**src/rtl/uart_tx_sched.sv**
```systemverilog
// uart_tx_sched: round-robin scheduler and free-running baud-tick generator sharing one 8N1 transmitter.
// Optional launch timeout in S_WAIT_BUSY is compiled in when UART_TX_SCHED_TIMEOUT_EN is defined.
module uart_tx_sched #(
  parameter int NREQ  = 4,
  parameter int DIV_W = 16
) (
  input  logic                    clk,
  input  logic                    rst_n,
  input  logic [DIV_W-1:0]        baud_div,
  input  logic [NREQ-1:0]         req_valid,
  input  logic [NREQ*8-1:0]       req_data,
  output logic [NREQ-1:0]         req_ready,
  output logic                    tx_enb,
  output logic                    tx_start,
  output logic [7:0]              tx_data,
  input  logic                    tx_busy,
  output logic [$clog2(NREQ)-1:0] grant_id,
  output logic                    active,
  output logic                    err
);
  localparam int PW = $clog2(NREQ);

  typedef enum logic [2:0] {
    S_IDLE,
    S_LAUNCH,
    S_WAIT_BUSY,
    S_WAIT_DONE,
    S_GUARD
  } state_t;

  state_t           state_q, state_d;
  logic [DIV_W-1:0] cnt_q, cnt_d;
  logic [PW-1:0]    ptr_q, ptr_d;
  logic [PW-1:0]    grant_q, grant_d;
  logic [7:0]       data_q, data_d;
  logic [PW-1:0]    winner, idx;
  logic             found, wrap;

`ifdef UART_TX_SCHED_TIMEOUT_EN
  logic [3:0]       to_q, to_d;
`endif

  // The tick is masked while reset is held so tx_enb reads 0 even with baud_div = 0.
  assign wrap   = (cnt_q >= baud_div);
  assign cnt_d  = wrap ? '0 : cnt_q + DIV_W'(1);
  assign tx_enb = rst_n & wrap;

  always_comb begin
    found  = 1'b0;
    winner = ptr_q;
    idx    = ptr_q;
    for (int k = 1; k <= NREQ; k++) begin
      idx = PW'((int'(ptr_q) + k) % NREQ);
      if (!found && req_valid[idx]) begin
        found  = 1'b1;
        winner = idx;
      end
    end
  end

  always_comb begin
    state_d   = state_q;
    ptr_d     = ptr_q;
    grant_d   = grant_q;
    data_d    = data_q;
    req_ready = '0;
    err       = 1'b0;
`ifdef UART_TX_SCHED_TIMEOUT_EN
    to_d      = '0;
`endif
    case (state_q)
      S_IDLE: begin
        if (found && rst_n) begin
          req_ready = NREQ'(1) << winner;
          data_d    = req_data[{winner, 3'b000} +: 8];
          grant_d   = winner;
          ptr_d     = winner;
          state_d   = S_LAUNCH;
        end
      end
      S_LAUNCH: state_d = S_WAIT_BUSY;
      S_WAIT_BUSY: begin
`ifdef UART_TX_SCHED_TIMEOUT_EN
        if (tx_busy) begin
          state_d = S_WAIT_DONE;
        end else if (to_q == 4'hF) begin
          err     = 1'b1;
          state_d = S_IDLE;
        end else begin
          to_d = to_q + 4'd1;
        end
`else
        if (tx_busy) state_d = S_WAIT_DONE;
`endif
      end
      S_WAIT_DONE: if (!tx_busy) state_d = S_GUARD;
      // Hold off the next launch for one full baud period after the stop bit.
      S_GUARD: if (wrap) state_d = S_IDLE;
      default: state_d = S_IDLE;
    endcase
  end

  always_ff @(posedge clk) begin
    if (!rst_n) begin
      state_q <= S_IDLE;
      cnt_q   <= '0;
      ptr_q   <= PW'(NREQ - 1);
      grant_q <= '0;
      data_q  <= '0;
    end else begin
      state_q <= state_d;
      cnt_q   <= cnt_d;
      ptr_q   <= ptr_d;
      grant_q <= grant_d;
      data_q  <= data_d;
    end
  end

`ifdef UART_TX_SCHED_TIMEOUT_EN
  always_ff @(posedge clk) begin
    if (!rst_n) to_q <= '0;
    else        to_q <= to_d;
  end
`endif

  assign tx_start = (state_q == S_LAUNCH);
  assign active   = (state_q != S_IDLE);
  assign tx_data  = data_q;
  assign grant_id = grant_q;

endmodule

```
**config.mk**
```make
export PLATFORM = sky130hd
export DESIGN_NAME = uart_tx_sched
export DESIGN_NICKNAME = d
export VERILOG_FILES = /design/src/rtl/uart_tx_sched.sv
export SDC_FILE = /design/constraint.sdc
export NUM_CORES = 1
export LEC_CHECK = 0
export ABC_AREA = 1
export CORE_MARGIN = 1.5
export CORE_UTILIZATION = 50
export DETAILED_ROUTE_END_ITERATION = 7
export GPL_TIMING_DRIVEN = 1
export PLACE_DENSITY = 0.81
export SLEW_MARGIN = 20
export SYNTH_ARGS = -nofsm -noshare
export SYNTH_HDL_FRONTEND = slang
export SYNTH_SLANG_ARGS = --single-unit
```
**constraint.sdc**
```tcl
create_clock -name clk -period 3.35 [get_ports clk]
set_clock_uncertainty 0.1 [all_clocks]
set_input_delay 0.335 -clock clk [delete_from_list [all_inputs] [get_ports clk]]
set_output_delay 0.335 -clock clk [all_outputs]
set_load 0.02 [all_outputs]
```
-- After elaboration in Yosys (flattened, before gate mapping)
Index checks and enable logic that the tools add are counted.
- bits in registers: 31
- input port bits: 55
- logic and storage cells: 62
- add/subtract/negate cells: 5
- order comparisons: 5
- equality and inequality tests: 8
- shift operators: 2
- multiplexer cells: 23
- bitwise gates (word level): 2
- reduce and logical (&&, ||, !) cells: 12
- operators by type and width (operator ; count):
    indexed part select 32 x 6 -> 8 bit ; 1
    adder 16 x 1 -> 16 bit, second input constant ; 1
    >= comparator 16 bit ; 1
    one-hot mux 3 bit (5 select lines) ; 1
    < comparator 2 x 3 -> 1 bit, second input constant ; 4
    2-to-1 mux 3 bit ; 4
    binary-select mux 1 bit (select 2 bit) ; 4
    2-to-1 mux 1 bit ; 8
    2-to-1 mux 2 bit ; 4
    2-to-1 mux 4 bit ; 2
    inequality test 2 bit, second input constant ; 4
    == test 3 x 2 -> 1 bit, second input constant ; 2
    adder 2 x 1 -> 2 bit, second input constant ; 2
    adder 2 bit, second input constant ; 2
    logical AND 1 bit ; 4
    AND reduction 4 bit ; 1
    << shifter 1 x 2 -> 4 bit, first input constant ; 1
    == test 3 x 1 -> 1 bit, second input constant ; 1
    == test 3 bit, second input constant ; 1
    zero test 1 bit ; 3
    zero test 3 bit ; 1
    nonzero test 3 bit ; 1
    AND reduction 2 bit ; 1
    OR reduction 2 bit ; 1
    other kinds (2) ; 2

-- Logic depth before layout (Yosys ltp)
- word-level depth: 16
- mapped depth: 17

-- Least setup slack after synthesis
OpenSTA, ideal clock, no wires.
- kind: register -> output
- from: register ptr_q[0]
- to: output port req_ready[2]
- data arrival time: 1736 ps
- path slack: 1179 ps
- stages on the path, launching flop included: 12
- buffers on the path: 2
- cells stage by stage: dfxtp_1 > buf_6 > inv_8 > nand2_1 > nand3_1 > nand2_2 > nand4_1 > nand2_1 > nor2_2 > inv_2 > buf_8 > nor3_1
- cells in the longest elaborated chain, start to end: 16
- elaborated cells on any way between the ends: 30
- those cells by class: add/sub: 4; shift: 1; mux: 18; reduce/logical: 7
- RTL lines (what ; RTL line ; text):
    start: declaration ; 33 ; logic [PW-1:0] ptr_q, ptr_d;
    start signal: assignment ; 107 ; ptr_q <= PW'(NREQ - 1);
    start signal: assignment ; 113 ; ptr_q <= ptr_d;
    adder 2 x 1 -> 2 bit ; 53 ; idx = PW'((int'(ptr_q) + k) % NREQ);
    binary-select mux 1 bit (select 2 bit) ; 54 ; if (!found && req_valid[idx]) begin
    2-to-1 mux 1 bit (not written as such) ; 54 ;
    2-to-1 mux 1 bit ; 54 ;
    zero test 1 bit ; 54 ;
    logical AND 1 bit ; 54 ;
    2-to-1 mux 1 bit ; 54 ;
    zero test 1 bit ; 54 ;
    logical AND 1 bit ; 54 ;
    2-to-1 mux 1 bit ; 54 ;
    zero test 1 bit ; 54 ;
    logical AND 1 bit ; 54 ;
    2-to-1 mux 2 bit / 2-to-1 mux 1 bit (equally long branches) ; 54 ;
    << shifter 1 x 2 -> 4 bit / logical AND 1 bit (equally long branches) ; 74, 73 ;
    2-to-1 mux 4 bit * ; 73 ; if (found && rst_n) begin
    2-to-1 mux 4 bit * ; 71 ; case (state_q)
    end: declaration ; 12 ; output logic [NREQ-1:0] req_ready,
Every way passes the cells marked *; elsewhere a longest branch is shown, timed or not. The select of a mux whose other input is x is not followed.

-- Final worst setup path
- from: register ptr_q[0]
- to: output port req_ready[3]
The elaborated chain is that of the path after synthesis.

==> summary.md <==
| Metric | Value |
|---|---|
| Status | `finished clean` |
| Slew HR | `59.1%` |
| Starting density of the core | `52.0%` |
| CTS tree | `done` |
| Final min period | `2.94 ns` |
| Vias in the first global route | `2261` |
| Most common cell in the netlist | `nand2_1` |
| Synth warn | `0` |
| # resized after CTS | `0` |
| Avg Cell Area, Syn | `6.45 sq um` |
| Sink Count | `31` |
| Remaining global-route overflow | `0` |
| Ports | `73` |
| Setup WS pre-CTS | `0.398 ns` |
| EDFF count, synth | `0` |
| Final WS setup | `0.407 ns` |
| Synthesis-stage register bit count | `31` |
| CTS Hold Bufs | `0` |
| GRT Overall Usage | `21.5%` |
| Design Power | `2.08 mW` |
| Port Buffer Count | `71` |
| Crit-path max FO | `10` |
| Antenna violations before repair | `0` |
| # DRC | `0` |
| First-pass GRT wire length | `9.23 mm` |
| Placed cells | `514` |
| H-tree Lvls | `2` |
| Layout area overhead | `33.6%` |
| Clock Tree Root | `clkbuf_8` |
| Leak | `1.60 nW` |
| Clock Pin Slew Worst Setup and Hold Paths | `0.06 ns` |
| Clk Latency, worst-skew pair | `0.28 ns` |
| Via-to-Cell Ratio | `4.88` |
| DR vias | `2548` |
| Max Fclk | `0.340 GHz` |
| Worst VDD drop | `0.540 mV` |
| Synth Flop Type | `dfxtp_1` |
| Setup crit end kind | `output port` |
| Synth async-reset ratio | `0%` |
| Antenna viol nets, final | `0` |
| DRT iter0 DRCs | `99` |
| Std-Cell Core Area | `0.00472 sq mm` |
| Die Y | `73.1 um` |
| Register area share after synthesis | `25.3%` |
| Period utilization | `87.9%` |
| Fin Setup TNS | `0 ns` |
| Area leader, netlist | `dfxtp_1` |
| Setup repair after global routing missed its margin | `false` |
| Total of max-cap violations | `0` |
| Synth area leaders | `dfxtp_1, nand2_1, nand3_1, ha_1, inv_1` |
| Hold WS | `0.360 ns` |
| Mapped Cells | `381` |
| Worst Tran Pin Value | `0.613 ns` |
| CTS max path bufs | `2` |
| Post-synth top area share | `25.3%` |
| DIE WIDTH | `73.1 um` |
| Antenna diode count | `0` |
| Synth top cells by count | `nand2_1, inv_1, nand3_1` |
| PD cells | `634 mW/mm^2` |
| Final #Nets | `526` |
| Total Wirelength | `5.50 mm` |
| Post-Syn Area | `0.00246 sq mm` |
| Synthesized Nets | `453` |
| Num CTS Buffers | `5` |
| Drt pass-1 iters | `4` |
| Filler cells | `404` |
| Req. time, crit path | `2.91 ns` |
| Netlist cell types | `33` |
| Hold Fails Final Rpt | `0` |
| Die ar. | `0.00534 sq mm` |
| Largest net degree at the start of global routing | `18` |
| Postcts setup bufs | `0` |
| Setup-failing EPs final | `0` |
| RePlAce Congestion | `0.849` |
| Final Non-Filler Cells | `522` |
| CP startpoint kind | `flip-flop` |
| Final Max Tran Viols | `0` |
| HPWL Detailed | `4.45 mm` |
| Row Count | `25` |
| Hold Crit Class | `flip-flop to flip-flop` |
| Layout cell share with drive strength beyond 1 | `9.45%` |
| Drt wl/cell | `10.5 um` |
| Crit path DAT | `2.51 ns` |
| Setup CP Type | `flip-flop to output port` |
## through the flow
stage                     util [%]  cell area (sq um)
after floorplan                  -               2460
after global routing          69.5               3280
final                         69.5               3280
after detailed placement      67.4               3180
after CTS                     69.5               3280
after global placement        67.4               3180
## cells by family after synthesis
logic type	after synthesis	share of synthesized area, %
simple gates	221	40.6
buf+inv	67	13.4
other cells	1	0.153
flops	31	25.3
fa+ha+maj	17	8.66
xor+xnor	14	4.99
compound gates	30	6.87
## routing by layer
metal / part of all wire (%) / global-route usage, % / wire length, um / vias to the layer above
li1: - / - / - / 1351
met1: 46 / 28.0 / 2520 / 1127
met2: 49 / 36.5 / 2680 / 63
met3: 4.4 / 4.01 / 243 / 7
met4: 1.0 / 5.66 / 55 / 0
met5: 0 / 0 / 0 / -
## final cells by class
class	instances	area, sq um	share of cell area, %
Sequential cell	31	622	18.9
Clock buffer	8	100	3.05
Timing Repair Buffer	75	741	22.6
Inverter	58	230	7.01
Multi-Input combinational cell	283	1510	45.9
Tap cell	67	83.8	2.55
## final timing paths
check | from | end | slack [ns] | cells after the start
hold / removal | cnt_q[0] | cnt_q[0] | 0.36 | 1
setup / recovery | ptr_q[0] | req_ready[3] | 0.41 | 11
setup reg to reg | cnt_q[13] | cnt_q[12] | 1.19 | 6
hold reg to reg | cnt_q[0] | cnt_q[0] | 0.36 | 1
## worst max-delay path, cell delays in order, from the launching register on
cell             delay, ns
dfxtp_2               0.49
inv_8                 0.08
nand2_1               0.08
nand2_2               0.07
nand2_1               0.09
nand2_2               0.08
nand2_4               0.08
nand2_2               0.08
nand2_2               0.16
nand2_2               0.16
nor3_1                0.21
clkdlybuf4s50_1       0.64
## sequential cells by signal, indices dropped and copies added (netlist names)
signal / flops
cnt_q: 16
grant_id: 2
ptr_q: 2
state_q: 3
tx_data: 8
## layout by cell type, fill, tap and decap left out, types with 4 or more instances in the layout
master / synthesis / routed
nand3_1: 45 / 45
nand2_1: 96 / 96
inv_1: 54 / 54
nand4_1: 4 / 4
buf_4: 1 / 4
clkbuf_8: 2 / 7
ha_1: 17 / 17
o21ai_0: 7 / 7
nand2_2: 20 / 20
xnor2_1: 6 / 6
a21oi_1: 14 / 14
xor2_1: 8 / 8
clkdlybuf4s50_1: 0 / 71
nor2_1: 40 / 40
nor3_1: 8 / 8
dfxtp_1: 31 / 30
## where the power goes
| group | internal [mW] | switching, mW | total (mW) |
|---|---|---|---|
| Sequential | 0.450 | 0.0678 | 0.518 |
| Combinational | 0.485 | 0.761 | 1.25 |
| Clock | 0.187 | 0.132 | 0.320 |
Power figures use the tool's default switching activity.
